## src/rtl/count_uart_reporter.sv

```systemverilog
// -----------------------------------------------------------------------------
// count_uart_reporter
//
// Watches a small count value (e.g. a rotary encoder position). Whenever it
// changes, the new value goes out on a UART TX line as one ASCII hex digit
// followed by CR and LF. Changes that arrive while a message is in flight
// are not queued. When the line goes idle again, the current count is
// compared with the last value reported, so a burst of changes is merged
// into at most one follow-up message.
//
// Optional feature (compile-time macro REPORT_DIR_EN):
//   When defined, each message starts with a direction byte before the
//   digit: '+' or '-'. The byte is taken from the MSB of
//   (new - previous) mod 2^COUNT_W. Messages are then 4 bytes long.
//
// Parameters:
//   CLK_HZ   system clock frequency in Hz
//   BAUD     UART bit rate; bit period DIV = CLK_HZ / BAUD clock cycles
//   COUNT_W  width of count_in (1..4), zero-extended to one hex digit
//
// Ports:
//   clk       in   system clock, rising edge
//   rstn      in   synchronous active-low reset
//   count_in  in   count value, already in the clk domain
//   uart_tx   out  serial data, 8N1, LSB first, idle high (registered)
//   busy      out  high from the first start bit to the end of the last
//                  stop bit of a message (registered)
// -----------------------------------------------------------------------------
module count_uart_reporter #(
    parameter int unsigned CLK_HZ  = 27000000,
    parameter int unsigned BAUD    = 115200,
    parameter int unsigned COUNT_W = 4
) (
    input  logic               clk,
    input  logic               rstn,
    input  logic [COUNT_W-1:0] count_in,
    output logic               uart_tx,
    output logic               busy
);

    localparam int unsigned     DIV      = CLK_HZ / BAUD;
    localparam int unsigned     CNT_W    = (DIV > 1) ? $clog2(DIV) : 1;
    localparam logic [CNT_W-1:0] DIV_LAST = CNT_W'(DIV - 1);
    localparam logic [CNT_W-1:0] CNT_ONE  = CNT_W'(1);

`ifdef REPORT_DIR_EN
    localparam logic [1:0] LAST_BYTE = 2'd3;
`else
    localparam logic [1:0] LAST_BYTE = 2'd2;
`endif

    typedef enum logic [1:0] {
        ST_IDLE  = 2'd0,
        ST_START = 2'd1,
        ST_DATA  = 2'd2,
        ST_STOP  = 2'd3
    } state_t;

    // ASCII hex digit for a 4-bit value ('0'..'9', 'A'..'F').
    function automatic logic [7:0] hex_ascii(input logic [3:0] v);
        if (v < 4'd10) begin
            return 8'h30 + {4'h0, v};
        end else begin
            return 8'h41 + {4'h0, v - 4'd10};
        end
    endfunction

`ifdef REPORT_DIR_EN
    // Byte idx of the message: sign, digit, CR, LF.
    function automatic logic [7:0] msg_byte(input logic [1:0] idx,
                                            input logic [3:0] v,
                                            input logic       neg);
        case (idx)
            2'd0:    return neg ? 8'h2D : 8'h2B;
            2'd1:    return hex_ascii(v);
            2'd2:    return 8'h0D;
            2'd3:    return 8'h0A;
            default: return 8'h0A;
        endcase
    endfunction
`else
    // Byte idx of the message: digit, CR, LF.
    function automatic logic [7:0] msg_byte(input logic [1:0] idx,
                                            input logic [3:0] v);
        case (idx)
            2'd0:    return hex_ascii(v);
            2'd1:    return 8'h0D;
            2'd2:    return 8'h0A;
            default: return 8'h0A;
        endcase
    endfunction
`endif

    state_t             state_r,      state_s;
    logic [CNT_W-1:0]   baud_cnt_r,   baud_cnt_s;
    logic [2:0]         bit_cnt_r,    bit_cnt_s;
    logic [1:0]         byte_idx_r,   byte_idx_s;
    logic [7:0]         shift_r,      shift_s;
    logic [3:0]         snap_r,       snap_s;
    logic [COUNT_W-1:0] last_val_r,   last_val_s;
    logic               uart_tx_r,    uart_tx_s;
    logic               busy_r,       busy_s;
    logic               baud_done_s;
    logic [3:0]         count_ext_s;
`ifdef REPORT_DIR_EN
    logic               dir_neg_r,    dir_neg_s;
    logic [COUNT_W-1:0] delta_s;
`endif

    // Next-state and next-output logic for the transmit sequencer.
    always_comb begin
        state_s     = state_r;
        baud_cnt_s  = baud_cnt_r;
        bit_cnt_s   = bit_cnt_r;
        byte_idx_s  = byte_idx_r;
        shift_s     = shift_r;
        snap_s      = snap_r;
        last_val_s  = last_val_r;
        uart_tx_s   = uart_tx_r;
        busy_s      = busy_r;
        baud_done_s = (baud_cnt_r == DIV_LAST);
        count_ext_s = 4'(count_in);
`ifdef REPORT_DIR_EN
        dir_neg_s   = dir_neg_r;
        // Modular difference; its MSB is the sign of the shortest step.
        delta_s     = count_in - last_val_r;
`endif

        case (state_r)
            ST_IDLE: begin
                if (count_in != last_val_r) begin
                    // Start bit goes out on the very edge that sees the change.
                    snap_s     = count_ext_s;
                    last_val_s = count_in;
                    state_s    = ST_START;
                    uart_tx_s  = 1'b0;
                    busy_s     = 1'b1;
                    baud_cnt_s = '0;
                    bit_cnt_s  = 3'd0;
                    byte_idx_s = 2'd0;
`ifdef REPORT_DIR_EN
                    dir_neg_s  = delta_s[COUNT_W-1];
                    shift_s    = msg_byte(2'd0, count_ext_s, delta_s[COUNT_W-1]);
`else
                    shift_s    = msg_byte(2'd0, count_ext_s);
`endif
                end else begin
                    uart_tx_s  = 1'b1;
                    busy_s     = 1'b0;
                    baud_cnt_s = '0;
                end
            end

            ST_START: begin
                if (baud_done_s) begin
                    baud_cnt_s = '0;
                    bit_cnt_s  = 3'd0;
                    state_s    = ST_DATA;
                    uart_tx_s  = shift_r[0];
                end else begin
                    baud_cnt_s = baud_cnt_r + CNT_ONE;
                end
            end

            ST_DATA: begin
                if (baud_done_s) begin
                    baud_cnt_s = '0;
                    if (bit_cnt_r == 3'd7) begin
                        state_s   = ST_STOP;
                        uart_tx_s = 1'b1;
                    end else begin
                        // Bit currently on the line sits in shift_r[0]; next is [1].
                        bit_cnt_s = bit_cnt_r + 3'd1;
                        shift_s   = {1'b0, shift_r[7:1]};
                        uart_tx_s = shift_r[1];
                    end
                end else begin
                    baud_cnt_s = baud_cnt_r + CNT_ONE;
                end
            end

            ST_STOP: begin
                if (baud_done_s) begin
                    baud_cnt_s = '0;
                    if (byte_idx_r == LAST_BYTE) begin
                        state_s   = ST_IDLE;
                        busy_s    = 1'b0;
                        uart_tx_s = 1'b1;
                    end else begin
                        // Next byte follows with no idle gap.
                        byte_idx_s = byte_idx_r + 2'd1;
                        state_s    = ST_START;
                        uart_tx_s  = 1'b0;
`ifdef REPORT_DIR_EN
                        shift_s    = msg_byte(byte_idx_r + 2'd1, snap_r, dir_neg_r);
`else
                        shift_s    = msg_byte(byte_idx_r + 2'd1, snap_r);
`endif
                    end
                end else begin
                    baud_cnt_s = baud_cnt_r + CNT_ONE;
                end
            end

            default: begin
                state_s    = ST_IDLE;
                uart_tx_s  = 1'b1;
                busy_s     = 1'b0;
                baud_cnt_s = '0;
                byte_idx_s = 2'd0;
            end
        endcase
    end

    // State and output registers with synchronous active-low reset.
    always_ff @(posedge clk) begin
        if (!rstn) begin
            state_r    <= ST_IDLE;
            baud_cnt_r <= '0;
            bit_cnt_r  <= 3'd0;
            byte_idx_r <= 2'd0;
            shift_r    <= 8'h00;
            snap_r     <= 4'h0;
            last_val_r <= '0;
            uart_tx_r  <= 1'b1;
            busy_r     <= 1'b0;
`ifdef REPORT_DIR_EN
            dir_neg_r  <= 1'b0;
`endif
        end else begin
            state_r    <= state_s;
            baud_cnt_r <= baud_cnt_s;
            bit_cnt_r  <= bit_cnt_s;
            byte_idx_r <= byte_idx_s;
            shift_r    <= shift_s;
            snap_r     <= snap_s;
            last_val_r <= last_val_s;
            uart_tx_r  <= uart_tx_s;
            busy_r     <= busy_s;
`ifdef REPORT_DIR_EN
            dir_neg_r  <= dir_neg_s;
`endif
        end
    end

    assign uart_tx = uart_tx_r;
    assign busy    = busy_r;

endmodule

```

## config.mk

```make
export PLATFORM = sky130hd
export DESIGN_NAME = count_uart_reporter
export DESIGN_NICKNAME = d
export VERILOG_FILES = /design/src/rtl/count_uart_reporter.sv
export SDC_FILE = /design/constraint.sdc
export NUM_CORES = 1
export LEC_CHECK = 0
export CORE_ASPECT_RATIO = 1.1
export CORE_UTILIZATION = 45
export DETAILED_ROUTE_END_ITERATION = 16
export GPL_ROUTABILITY_DRIVEN = 1
export GPL_TIMING_DRIVEN = 0
export PLACE_DENSITY_LB_ADDON = 0.15
export SETUP_SLACK_MARGIN = 0.2
export SLEW_MARGIN = 10
export SYNTH_ARGS = -nofsm -noshare
export SYNTH_HDL_FRONTEND = slang
export SYNTH_SLANG_ARGS = --single-unit
export TNS_END_PERCENT = 5
```

## constraint.sdc

```tcl
create_clock -name clk -period 3.25 [get_ports clk]
set_input_delay 0.325 -clock clk [delete_from_list [all_inputs] [get_ports clk]]
set_output_delay 0.325 -clock clk [all_outputs]
set_load 0.005 [all_outputs]
```

==> summary.txt <==
Routing
  • Via count: 1,526
  • Pre-antenna DRT Iters: 4
  • DR vias/cell: 5.37
  • Final wirelength: just under 4 mm
  • Routed wire length per instance: around 14 um
  • DRC: 0
  • Post-route antenna net violation count: 0
  • Iter 0 DRT Violations: 50

Floorplanning
  • Die width: 63.3 um
  • Die H: around 69 um
  • Initial Util: a little under half
  • I/O pin cnt: 8
  • Core Region: between 3000 and 4000 um2
  • Die ar.: approximately 4400 um2
  • FP Rows: 24

CTS
  • CTS tree: done
  • Post_cts resized: 0
  • Cts bufs inserted: 3
  • H-tree Lvls: 1
  • Num Clock Sinks: 28
  • Clk_lat worst skew: roughly 280 ps
  • Clock buffer depth: 2
  • Clk slew on worst S/H paths: approximately 100 ps
  • Number of setup buffers added after CTS: 0
  • Root Buffer: clkbuf_8
  • Hold Buf Count CTS: 0

Worst hold path
  • Worst Hold Depth: 2
  • Hold crit path type: flip-flop to flip-flop
  • Hold Startpoint: bit_cnt_r[1]
  • Worst Hold Path EP: bit_cnt_r[1]

Place
  • DP HPWL: between 2 and 3 mm
  • Port-buffer cells: 7
  • GPL Wtd Cong: between 0.8 and 0.9
  • Area after DPL: about 2000 um2

Pwr
  • Leak: ~0.84 nW
  • Pwr per Cell Area: approximately 680 nW/um2
  • Maximum VDD drop: ~0.0003 V
  • Pwr Total: ~1.4 mW

GRT
  • All-Layer GR Usage: between 15 and 20%
  • Global-route wire length before repair: 6.81 mm
  • Overflow after GRT: 0
  • Pin count of the biggest net entering global routing: 16
  • Vias in the first global route: roughly 1.5k
  • Initial antenna violation count: 0

Critical path
  • Slowest CP cell: a221oi_2
  • Reg2reg path depth: 7
  • Critical path class: flip-flop to flip-flop
  • Worst reg2reg endpoint: shift_r[1]
  • CP max stage delay: between 500 and 600 ps
  • Crit-path cells: inv_1, ha_1, or2_0, clkbuf_1, a221oi_2, nor3b_1, nor3_1
  • Critical Path AT: ~2600 ps
  • Crit Path Max Fanout: 7
  • Critical Path Sink Type: flip-flop
  • Crit. Startpoint: state_r[0]
  • RR Startpoint: state_r[0]
  • Required @ worst endpoint: between 3000 and 4000 ps
  • Buf/Inv on CP: 2
  • Internal reg-to-reg setup slack: around 870 ps
  • CP startpoint kind: flip-flop
  • CP delay by family, top: simple AND/OR/NAND/NOR gates

Timing
  • Final Hold Fails: 0
  • Crit share post-route: between 70 and 80%
  • Setup TNS: 0 ps
  • Slew @ Worst Pin: 552 ps
  • F_max: 420 MHz
  • Clock skew: 6.16 ps
  • Setup-failing EPs final: 0
  • Minimum clock period: around 2400 ps
  • Slew headroom: roughly 63%
  • RSZ-0062 raised after global routing: false
  • Max Transition Viols Final: 0

Finish
  • Antenna cells: 0
  • Commonest non-fill, non-tap cell in the layout: dfxtp_1
  • Ratio of cells with drive above 1 in the final layout: roughly 9%
  • Fin area: around 2000 um2
  • Area Growth Syn to Fin: 10.2%
  • Leading cell types in the layout, fill and taps excluded: dfxtp_1 (28), nor2_1 (26), ha_1 (19), nand2_1 (16), a21oi_1 (14)
  • # nets final: approximately 260

Synthesis
  • Top_reg_cell synth: dfxtp_1
  • Post-synthesis cell area: roughly 1900 um2
  • Register area share after synthesis: about 30%
  • Post-Syn Nets: between 200 and 250
  • Yosys warning count: 0
  • Unique masters post-synth: 48
  • Share of synthesized flip-flops with an asynchronous set or reset: 0%
  • Cells after synthesis: between 200 and 250
  • FF+latch count, synth: 28
  • Avg Cell Area, Syn: ~8.4 um2
  • EDFF count, synth: 0

Run status
  • Run status: finished, final reports clean

Run
  • Max-cap viol count: 0
==> tightest hold or removal path, stage by stage (launching register included) <==
cell     delay (ps)
dfxtp_1         320
nand2_1          50
mux2i_1          60
==> registers in the layout (all words and copies together), names as in the netlist <==
signal and cells:
shift_r 7, last_val_r 4, baud_cnt_r 8, state_r 2, byte_idx_r 2, bit_cnt_r 3, busy 1, uart_tx 1
==> metrics by stage <==
| stage | setup WS (ps) | hold WS (ps) | instances | utilization (%) |
|---|---|---|---|---|
| 2_1_floorplan | 1320 | 442 | 221 | - |
| 3_3_place_gp | 902 | 453 | 280 | 50.3 |
| 3_5_place_dp | 905 | 465 | 280 | 50.3 |
| 4_1_cts | 873 | 478 | 284 | 51.7 |
| 5_1_grt | 627 | 512 | 284 | 51.7 |
| 6_report | 867 | 473 | 284 | 51.7 |
==> Yosys cell counts (2+ instances only) <==
library cell,number,share of area [%]
clkbuf_1,4,0.81
buf_2,4,1.1
buf_6,4,2.4
dfxtp_1,28,30
or4_1,2,0.81
mux2i_1,7,3.8
and4_1,2,0.94
o21ai_0,11,3.0
inv_1,13,2.6
xnor2_1,2,0.94
o22ai_1,2,0.67
nor2_1,26,5.3
xor2_1,12,5.7
nand3_1,8,2.2
a22oi_1,2,0.81
nand2_1,16,3.2
nand3b_1,5,2.0
a21oi_1,14,3.8
a211oi_1,4,1.6
nor2b_1,2,0.67
a31oi_1,4,1.3
ha_1,19,13
nor3_1,3,0.81
or3_1,3,1.0
==> cells by family after synthesis <==
group	Yosys count	synth area share, %
AND/OR/NAND/NOR	78	21.8
AO/OA/AOI/OAI	49	17.4
flip-flops	28	30.2
buffers and inverters	25	6.94
adder cells (fa/ha/maj)	19	12.8
XOR/XNOR	14	6.60
multiplexers	8	4.38
==> per-layer routing <==
layer | up-vias | track usage (%) | part of all wire (%)
li1 | 802 | - | -
met1 | 688 | 26.3 | 50
met2 | 23 | 30.8 | 44
met3 | 13 | 2.80 | 2.5
met4 | 0 | 9.34 | 3.2
met5 | - | 0 | 0
==> final cells by class <==
| cell class | instances | area (um2) |
|---|---|---|
| plain buffers | 12 | 80.1 |
| clock buffers | 4 | 55.1 |
| fillers | 389 | 1920 |
| inverters | 13 | 48.8 |
| multi-input cells | 168 | 1170 |
| flip-flops and latches | 28 | 561 |
| well taps | 52 | 65.1 |
| repair buffers | 7 | 70.1 |
==> worst max path at each step <==
stage	end	slack [ps]	depth (start not counted)
2_1_floorplan	shift_r[2]	1320	7
3_3_place_gp	shift_r[1]	900	7
3_5_place_dp	shift_r[1]	900	7
4_1_cts	shift_r[5]	870	8
5_1_grt	shift_r[5]	630	8
6_report	shift_r[1]	870	7
==> power by group <==
group | internal [mW] | switching [mW]
clock | 0.109 | 0.109
sequential | 0.420 | 0.0549
combinational | 0.324 | 0.385
(Power assumes the default switching activity.)
